[src/rtl/bc_pkg.sv]
// Glyph codes and seven-segment encodings shared by the Bulls & Cows datapath.
// Segment vectors are {g,f,e,d,c,b,a}, active-low.
package bc_pkg;

    typedef logic [4:0] glyph_t;

    localparam glyph_t GLYPH_BLANK = 5'd16;
    localparam glyph_t GLYPH_L     = 5'd17;
    localparam glyph_t GLYPH_U     = 5'd18;
    localparam glyph_t GLYPH_P     = 5'd19;
    localparam glyph_t GLYPH_R     = 5'd20;
    localparam glyph_t GLYPH_N     = 5'd21;
    localparam glyph_t GLYPH_O     = 5'd22;
    localparam glyph_t GLYPH_DASH  = 5'd23;
    localparam glyph_t GLYPH_H     = 5'd24;

    localparam logic [6:0] SEG_BLANK = 7'h7F;
    localparam logic [6:0] SEG_L     = 7'h47;
    localparam logic [6:0] SEG_U     = 7'h41;
    localparam logic [6:0] SEG_P     = 7'h0C;
    localparam logic [6:0] SEG_R     = 7'h2F;
    localparam logic [6:0] SEG_N     = 7'h2B;
    localparam logic [6:0] SEG_O     = 7'h23;
    localparam logic [6:0] SEG_DASH  = 7'h3F;
    localparam logic [6:0] SEG_H     = 7'h09;

    // Unassigned codes (25..31) fall through to blank so stray values stay dark.
    function automatic logic [6:0] seg7_of(input glyph_t g);
        logic [6:0] s;
        case (g)
            5'd0:        s = 7'h40;
            5'd1:        s = 7'h79;
            5'd2:        s = 7'h24;
            5'd3:        s = 7'h30;
            5'd4:        s = 7'h19;
            5'd5:        s = 7'h12;
            5'd6:        s = 7'h02;
            5'd7:        s = 7'h78;
            5'd8:        s = 7'h00;
            5'd9:        s = 7'h10;
            5'd10:       s = 7'h08;
            5'd11:       s = 7'h03;
            5'd12:       s = 7'h46;
            5'd13:       s = 7'h21;
            5'd14:       s = 7'h06;
            5'd15:       s = 7'h0E;
            GLYPH_L:     s = SEG_L;
            GLYPH_U:     s = SEG_U;
            GLYPH_P:     s = SEG_P;
            GLYPH_R:     s = SEG_R;
            GLYPH_N:     s = SEG_N;
            GLYPH_O:     s = SEG_O;
            GLYPH_DASH:  s = SEG_DASH;
            GLYPH_H:     s = SEG_H;
            default:     s = SEG_BLANK;
        endcase
        return s;
    endfunction

endpackage

[src/rtl/seg7_decode.sv]
// Combinational glyph-to-segment lookup used on the scanner's muxed glyph.
module seg7_decode
    import bc_pkg::*;
(
    input  logic [4:0] glyph,
    output logic [6:0] seg
);

    // Pure table lookup, no state.
    always_comb begin
        seg = seg7_of(glyph);
    end

endmodule

[src/rtl/seg7_scanner.sv]
// Time-multiplexes eight glyphs onto an 8-digit common-anode display.
// New data is held in a shadow copy and only moves to the visible copy at the
// digit 7 -> digit 0 wrap, so a frame is never drawn from two different loads.
module seg7_scanner
    import bc_pkg::*;
#(
    parameter int SCAN_DIV     = 100_000,
    parameter int BLINK_FRAMES = 62
)
(
    input  logic        clock,
    input  logic        reset,
    input  logic        load,
    input  logic [39:0] chars_in,
    input  logic [7:0]  blink_in,
    output logic        pending,
    output logic        frame_tick,
    output logic [7:0]  an,
    output logic [6:0]  digit
);

    localparam int PW = (SCAN_DIV > 2) ? $clog2(SCAN_DIV) : 1;
    localparam int BW = (BLINK_FRAMES > 1) ? $clog2(BLINK_FRAMES) : 1;
    localparam logic [PW-1:0] PRE_LAST   = PW'(SCAN_DIV - 1);
    localparam logic [BW-1:0] FRAME_LAST = BW'(BLINK_FRAMES - 1);
    localparam logic [39:0]   CHARS_BLANK = {8{GLYPH_BLANK}};

    logic [PW-1:0] prescale;
    logic [2:0]    scan_idx;
    logic          tc;
    logic          commit_slot;

    logic [39:0]   active_chars;
    logic [39:0]   shadow_chars;
    logic [7:0]    active_blink;
    logic [7:0]    shadow_blink;
    logic          pending_q;

    logic [BW-1:0] frame_cnt;
    logic          blink_phase;

    logic [4:0]    cur_glyph;
    logic [6:0]    cur_seg;
    logic          slot_off;

    logic [7:0]    an_q;
    logic [6:0]    digit_q;
    logic          tick_q;

    // Slot timing and the glyph currently selected by the scan index.
    always_comb begin
        tc          = (prescale == PRE_LAST);
        commit_slot = tc && (scan_idx == 3'd7);
        cur_glyph   = active_chars[scan_idx*5 +: 5];
        slot_off    = blink_phase && active_blink[scan_idx];
    end

    seg7_decode u_decode (
        .glyph (cur_glyph),
        .seg   (cur_seg)
    );

    // Free-running prescaler and scan index; load never disturbs them.
    always_ff @(posedge clock or negedge reset) begin
        if (!reset) begin
            prescale <= '0;
            scan_idx <= 3'd0;
        end else begin
            if (tc) begin
                prescale <= '0;
                scan_idx <= scan_idx + 3'd1;
            end else begin
                prescale <= prescale + 1'b1;
            end
        end
    end

    // Double buffer: a load landing exactly on the commit slot bypasses the
    // shadow so it is neither lost nor delayed a whole frame.
    always_ff @(posedge clock or negedge reset) begin
        if (!reset) begin
            active_chars <= CHARS_BLANK;
            shadow_chars <= CHARS_BLANK;
            active_blink <= 8'h00;
            shadow_blink <= 8'h00;
            pending_q    <= 1'b0;
        end else begin
            if (load) begin
                shadow_chars <= chars_in;
                shadow_blink <= blink_in;
            end
            if (commit_slot) begin
                pending_q <= 1'b0;
                if (load) begin
                    active_chars <= chars_in;
                    active_blink <= blink_in;
                end else if (pending_q) begin
                    active_chars <= shadow_chars;
                    active_blink <= shadow_blink;
                end
            end else if (load) begin
                pending_q <= 1'b1;
            end
        end
    end

    // Blink phase flips every BLINK_FRAMES complete frames.
    always_ff @(posedge clock or negedge reset) begin
        if (!reset) begin
            frame_cnt   <= '0;
            blink_phase <= 1'b0;
        end else if (commit_slot) begin
            if (frame_cnt == FRAME_LAST) begin
                frame_cnt   <= '0;
                blink_phase <= ~blink_phase;
            end else begin
                frame_cnt <= frame_cnt + 1'b1;
            end
        end
    end

    // Registered pad drivers; reset blanks the display asynchronously.
    always_ff @(posedge clock or negedge reset) begin
        if (!reset) begin
            an_q    <= 8'hFF;
            digit_q <= SEG_BLANK;
            tick_q  <= 1'b0;
        end else begin
            tick_q <= commit_slot;
            if (slot_off) begin
                an_q    <= 8'hFF;
                digit_q <= SEG_BLANK;
            end else begin
                an_q    <= ~(8'h01 << scan_idx);
                digit_q <= cur_seg;
            end
        end
    end

    assign an         = an_q;
    assign digit      = digit_q;
    assign frame_tick = tick_q;
    assign pending    = pending_q;

endmodule
[config.mk]
export PLATFORM = sky130hd
export DESIGN_NAME = seg7_scanner
export DESIGN_NICKNAME = d
export VERILOG_FILES = /design/src/rtl/bc_pkg.sv /design/src/rtl/seg7_decode.sv /design/src/rtl/seg7_scanner.sv
export SDC_FILE = /design/constraint.sdc
export NUM_CORES = 1
export LEC_CHECK = 0
export ABC_AREA = 0
export CAP_MARGIN = 20
export CORE_UTILIZATION = 59
export CTS_BUF_LIST = sky130_fd_sc_hd__clkbuf_4 sky130_fd_sc_hd__clkbuf_8
export DETAILED_ROUTE_END_ITERATION = 10
export PLACE_DENSITY = 0.83
export RECOVER_POWER = 100
export SYNTH_ARGS = -nofsm -noshare
export SYNTH_HDL_FRONTEND = slang
export SYNTH_HIERARCHICAL = 1
export SYNTH_SLANG_ARGS = --single-unit
[constraint.sdc]
create_clock -name clock -period 2.9 [get_ports clock]
set_input_delay 0.435 -clock clock [delete_from_list [all_inputs] [get_ports clock]]
set_output_delay 0.435 -clock clock [all_outputs]
set_load 0.005 [all_outputs]
==> results.py <==
metrics = {
    "setup_path": {
        "r2r-start": "scan_idx[0]",
        "cpPeakStageDelay_ps": 530,
        "path_cells": "buf_4 -> mux4_2 -> nand2_1 -> nand2_1 -> nand2b_1 -> a21boi_0 -> o211ai_1 -> nand2b_1",
        "cp_max_fo": 20,
        "cpMaxStageDelayCell": "mux4_2",
        "critPathTopFamily": "simple AND/OR/NAND/NOR gates",
        "startpoint_type": "register",
        "crit_buf_inv": 1,
        "cp.required_ps": 3280,
        "timing.reg2reg.setup_slack_ps": 360,
        "cp.arrival_ps": 2920,
        "critPathCaptureType": "register",
        "path_class": "reg2reg",
        "cp-startpoint": "scan_idx[0]",
    },
    "clock_network": {
        "cts_tree": "done",
        "path_clk_slew_ps": 80,
        "clock-sinks": 140,
        "cts_buffers": 17,
        "clk_latency_ps": 450,
        "htree_levels": 4,
        "cts_root_buf": "clkbuf_8",
        "clockBufferDepth": 2,
    },
    "floorplanning": {
        "die_w_um": 107,
        "start_util_pct": 61.8,
        "placementRows": 37,
        "die_h_um": 107,
        "die_area_sq_um": 11400,
        "num_io_pins": 68,
        "core_area_sq_um": 10500,
    },
    "synthesis": {
        "ys_types": 65,
        "avgSynthCellArea_sq_um": 13.7,
        "yosysSeqAreaShare_pct": 54.8,
        "synth_edf_count": 0,
        "synthArstFlopShare_pct": 100,
        "ys_ff_latch": 140,
        "syn_inst": 472,
        "synth_nets": 540,
        "ys.flop_type": "dfrtp_1",
        "syn_area_sq_um": 6460,
        "synth_top_area_share_pct": 42.2,
        "yosysTopAreaCell": "dfrtp_1",
        "ys_top_cells_by_area": "dfrtp_1 (42%), mux2_2 (13%), dfstp_2 (13%)",
        "yosysWarnings": 6,
    },
    "drt": {
        "dr_wl_met3_um": 560,
        "top_layer": "met4",
        "via_per_inst": 5.70,
        "antenna_left": 0,
        "routed_wl_mm": 12.3,
        "wl_met2_mm": 5.97,
        "wl_met1_mm": 5.57,
        "dr_total_vias": 3979,
        "drt_pre_antenna_iters": 6,
        "drt_iter0_drc": 190,
        "wire_per_inst_um": 17.6,
        "drc": 0,
    },
    "grt": {
        "grt_pass1_wl_mm": 20.9,
        "grt_max_degree": 61,
        "overflow": 0,
        "grt_antenna_before_repair": 0,
        "grt_pass1_vias": 4169,
        "gr-usage-all-layers_pct": 24.2,
    },
    "timing": {
        "drv_slew": 0,
        "relSlewSlack_pct": 22.7,
        "hold_viol": 0,
        "rsz0062_at_grt": "false",
        "finalSetupViolCount": 0,
        "max_freq_mhz": 393,
        "fin_crit_ps": 2540,
        "tightest_slew_ps": 1160,
        "fin_crit_sh_pct": 87.7,
        "tns_ps": 0,
        "finalClockSkew_ps": 14.1,
    },
    "pwr": {
        "p_clk_share_pct": 42.1,
        "vdd_drop_max_mv": 0.362,
        "p_per_area_nw_per_um2": 515,
        "power_leakage_nw": 3.40,
        "swShare_pct": 22.2,
        "p_sw_w": 0.000864,
        "p_comb_share_pct": 5.3,
        "power.internal_w": 0.00302,
        "power_frac_seq_pct": 52.6,
    },
    "finish": {
        "drive_gt1_share_pct": 23.8,
        "antenna_cells": 0,
        "fillers": 758,
        "layout.cells.non_filler": 698,
        "fin_nets": 617,
        "syn_to_final_growth_pct": 16.9,
    },
    "min_path": {
        "hold_start": "shadow_chars[5]",
        "holdCritPathClass": "reg2reg",
    },
    "placement": {
        "hpwl_mm": 8.46,
        "gp_congestion": 0.891,
        "dpl.cell_count": 665,
        "io_buffers": 67,
    },
    "outcome": {
        "status": "complete, no violations",
    },
    "flow_run": {
        "cap_violations": 0,
    },
}
## worst reg2reg max path, stage by stage (launching register included)
cell and delay [ps]:
dfrtp_1 350, buf_4 220, mux4_2 530, nand2_1 80, nand2_1 410, nand2b_1 390, a21boi_0 180, o211ai_1 200
nand2b_1 120
## registers in the layout, indices dropped and copies added, names as in the netlist, 3 cells and up
| name | cells |
|---|---|
| scan_idx | 3 |
| active_chars | 40 |
| shadow_chars | 40 |
| digit | 7 |
| active_blink | 8 |
| an | 8 |
| prescale | 17 |
| frame_cnt | 6 |
| shadow_blink | 8 |
## Yosys cell counts (all sizes together), types with 2 or more instances
cell type / n
and3: 4
nand3: 11
nor4: 6
a211oi: 2
clkbuf: 2
mux2: 98
nor2: 18
inv: 11
nand4: 4
a2bb2oi: 2
nand2b: 10
nand2: 37
ha: 17
a31oi: 4
o31ai: 5
xnor2: 10
nor2b: 3
a21oi: 11
or2: 4
xor2: 7
dfstp: 31
o21ai: 7
nand4b: 2
buf: 17
dfrtp: 109
nor3: 6
mux4: 12
o211ai: 3
## power by group through the flow
stage               sequential [W]  combinational, W  clock, W
floorplan                  0.00207         0.0000949         0
global placement           0.00208          0.000223         0
detailed placement         0.00208          0.000228         0
CTS                        0.00205          0.000232   0.00167
global route               0.00205          0.000230   0.00175
finish                     0.00204          0.000206   0.00164
## repair_timing
item | CTS | global route
hold buffers | 1 | 0
buffers inserted | 0 | 0
endpoints found under the setup margin | 0 | 0
hold endpoints to repair | 36 | 0
resized for setup | 0 | 0
## worst paths after layout
path                            depth (start not counted)               to
min in group asynchronous                               2      prescale[6]
worst min register to register                          1  shadow_chars[5]
max in group asynchronous                               3  active_chars[5]
worst max-delay path                                    8         digit[3]
worst min-delay path                                    1  shadow_chars[5]
worst max register to register                          8         digit[3]
## logic make-up (layout without fill, tap and decap cells)
family | Yosys count | count (layout) | synth area share, %
xor+xnor | 17 | 17 | 2.30
compound gates | 43 | 43 | 4.88
simple gates | 113 | 113 | 9.41
fa+ha+maj | 17 | 17 | 3.29
mux | 111 | 111 | 22.6
buf+inv | 31 | 121 | 2.71
flops | 140 | 140 | 54.8
## layer usage
metal | vias to the layer above | GRT usage (%)
met5 | - | 0
met4 | 0 | 8.02
met3 | 17 | 6.32
met2 | 116 | 38.6
met1 | 2006 | 32.6
li1 | 1840 | -
## layout make-up
cell class / instances / area, sq um / area share [%]
flip-flops and latches: 140 / 3540 / 46.9
repair buffers: 77 / 724 / 9.59
multi-input cells: 301 / 2650 / 35.1
clock inverters: 9 / 110 / 1.46
inverters: 12 / 45.0 / 0.596
clock buffers: 23 / 310 / 4.11
well taps: 136 / 170 / 2.25
## cells in the final DEF (no fill, tap or decap), drive strengths merged, types with 3 or more instances in the layout
cell,instances
o31ai,5
nor2,18
xnor2,10
mux4,12
dfstp,31
clkdlybuf4s50,48
buf,3
o211ai,3
and3,4
nand2b,10
xor2,7
nand3,11
nor2b,3
nand4,4
nor4,6
dfrtp,109
ha,17
or2,4
dlygate4sd3,18
mux2,98
clkbuf,31
nand2,37
o21ai,7
clkinv,4
a21oi,11
a31oi,4
inv,12
nor3,6
clkinvlp,3
## through the flow
stage / cell area, sq um / total power (W) / util, % / worst slack [ps] / hold WS, ps
final: 7560 / 0.00389 / 72.2 / 357 / 481
after global placement: 7260 / 0.00230 / 69.4 / 535 / 392
after global routing: 7560 / 0.00402 / 72.2 / 182 / 507
after floorplan: 6460 / 0.00217 / - / 404 / 139
after CTS: 7690 / 0.00395 / 73.5 / 367 / 484
after detailed placement: 7260 / 0.00231 / 69.4 / 398 / 393
(Power assumes the default switching activity.)
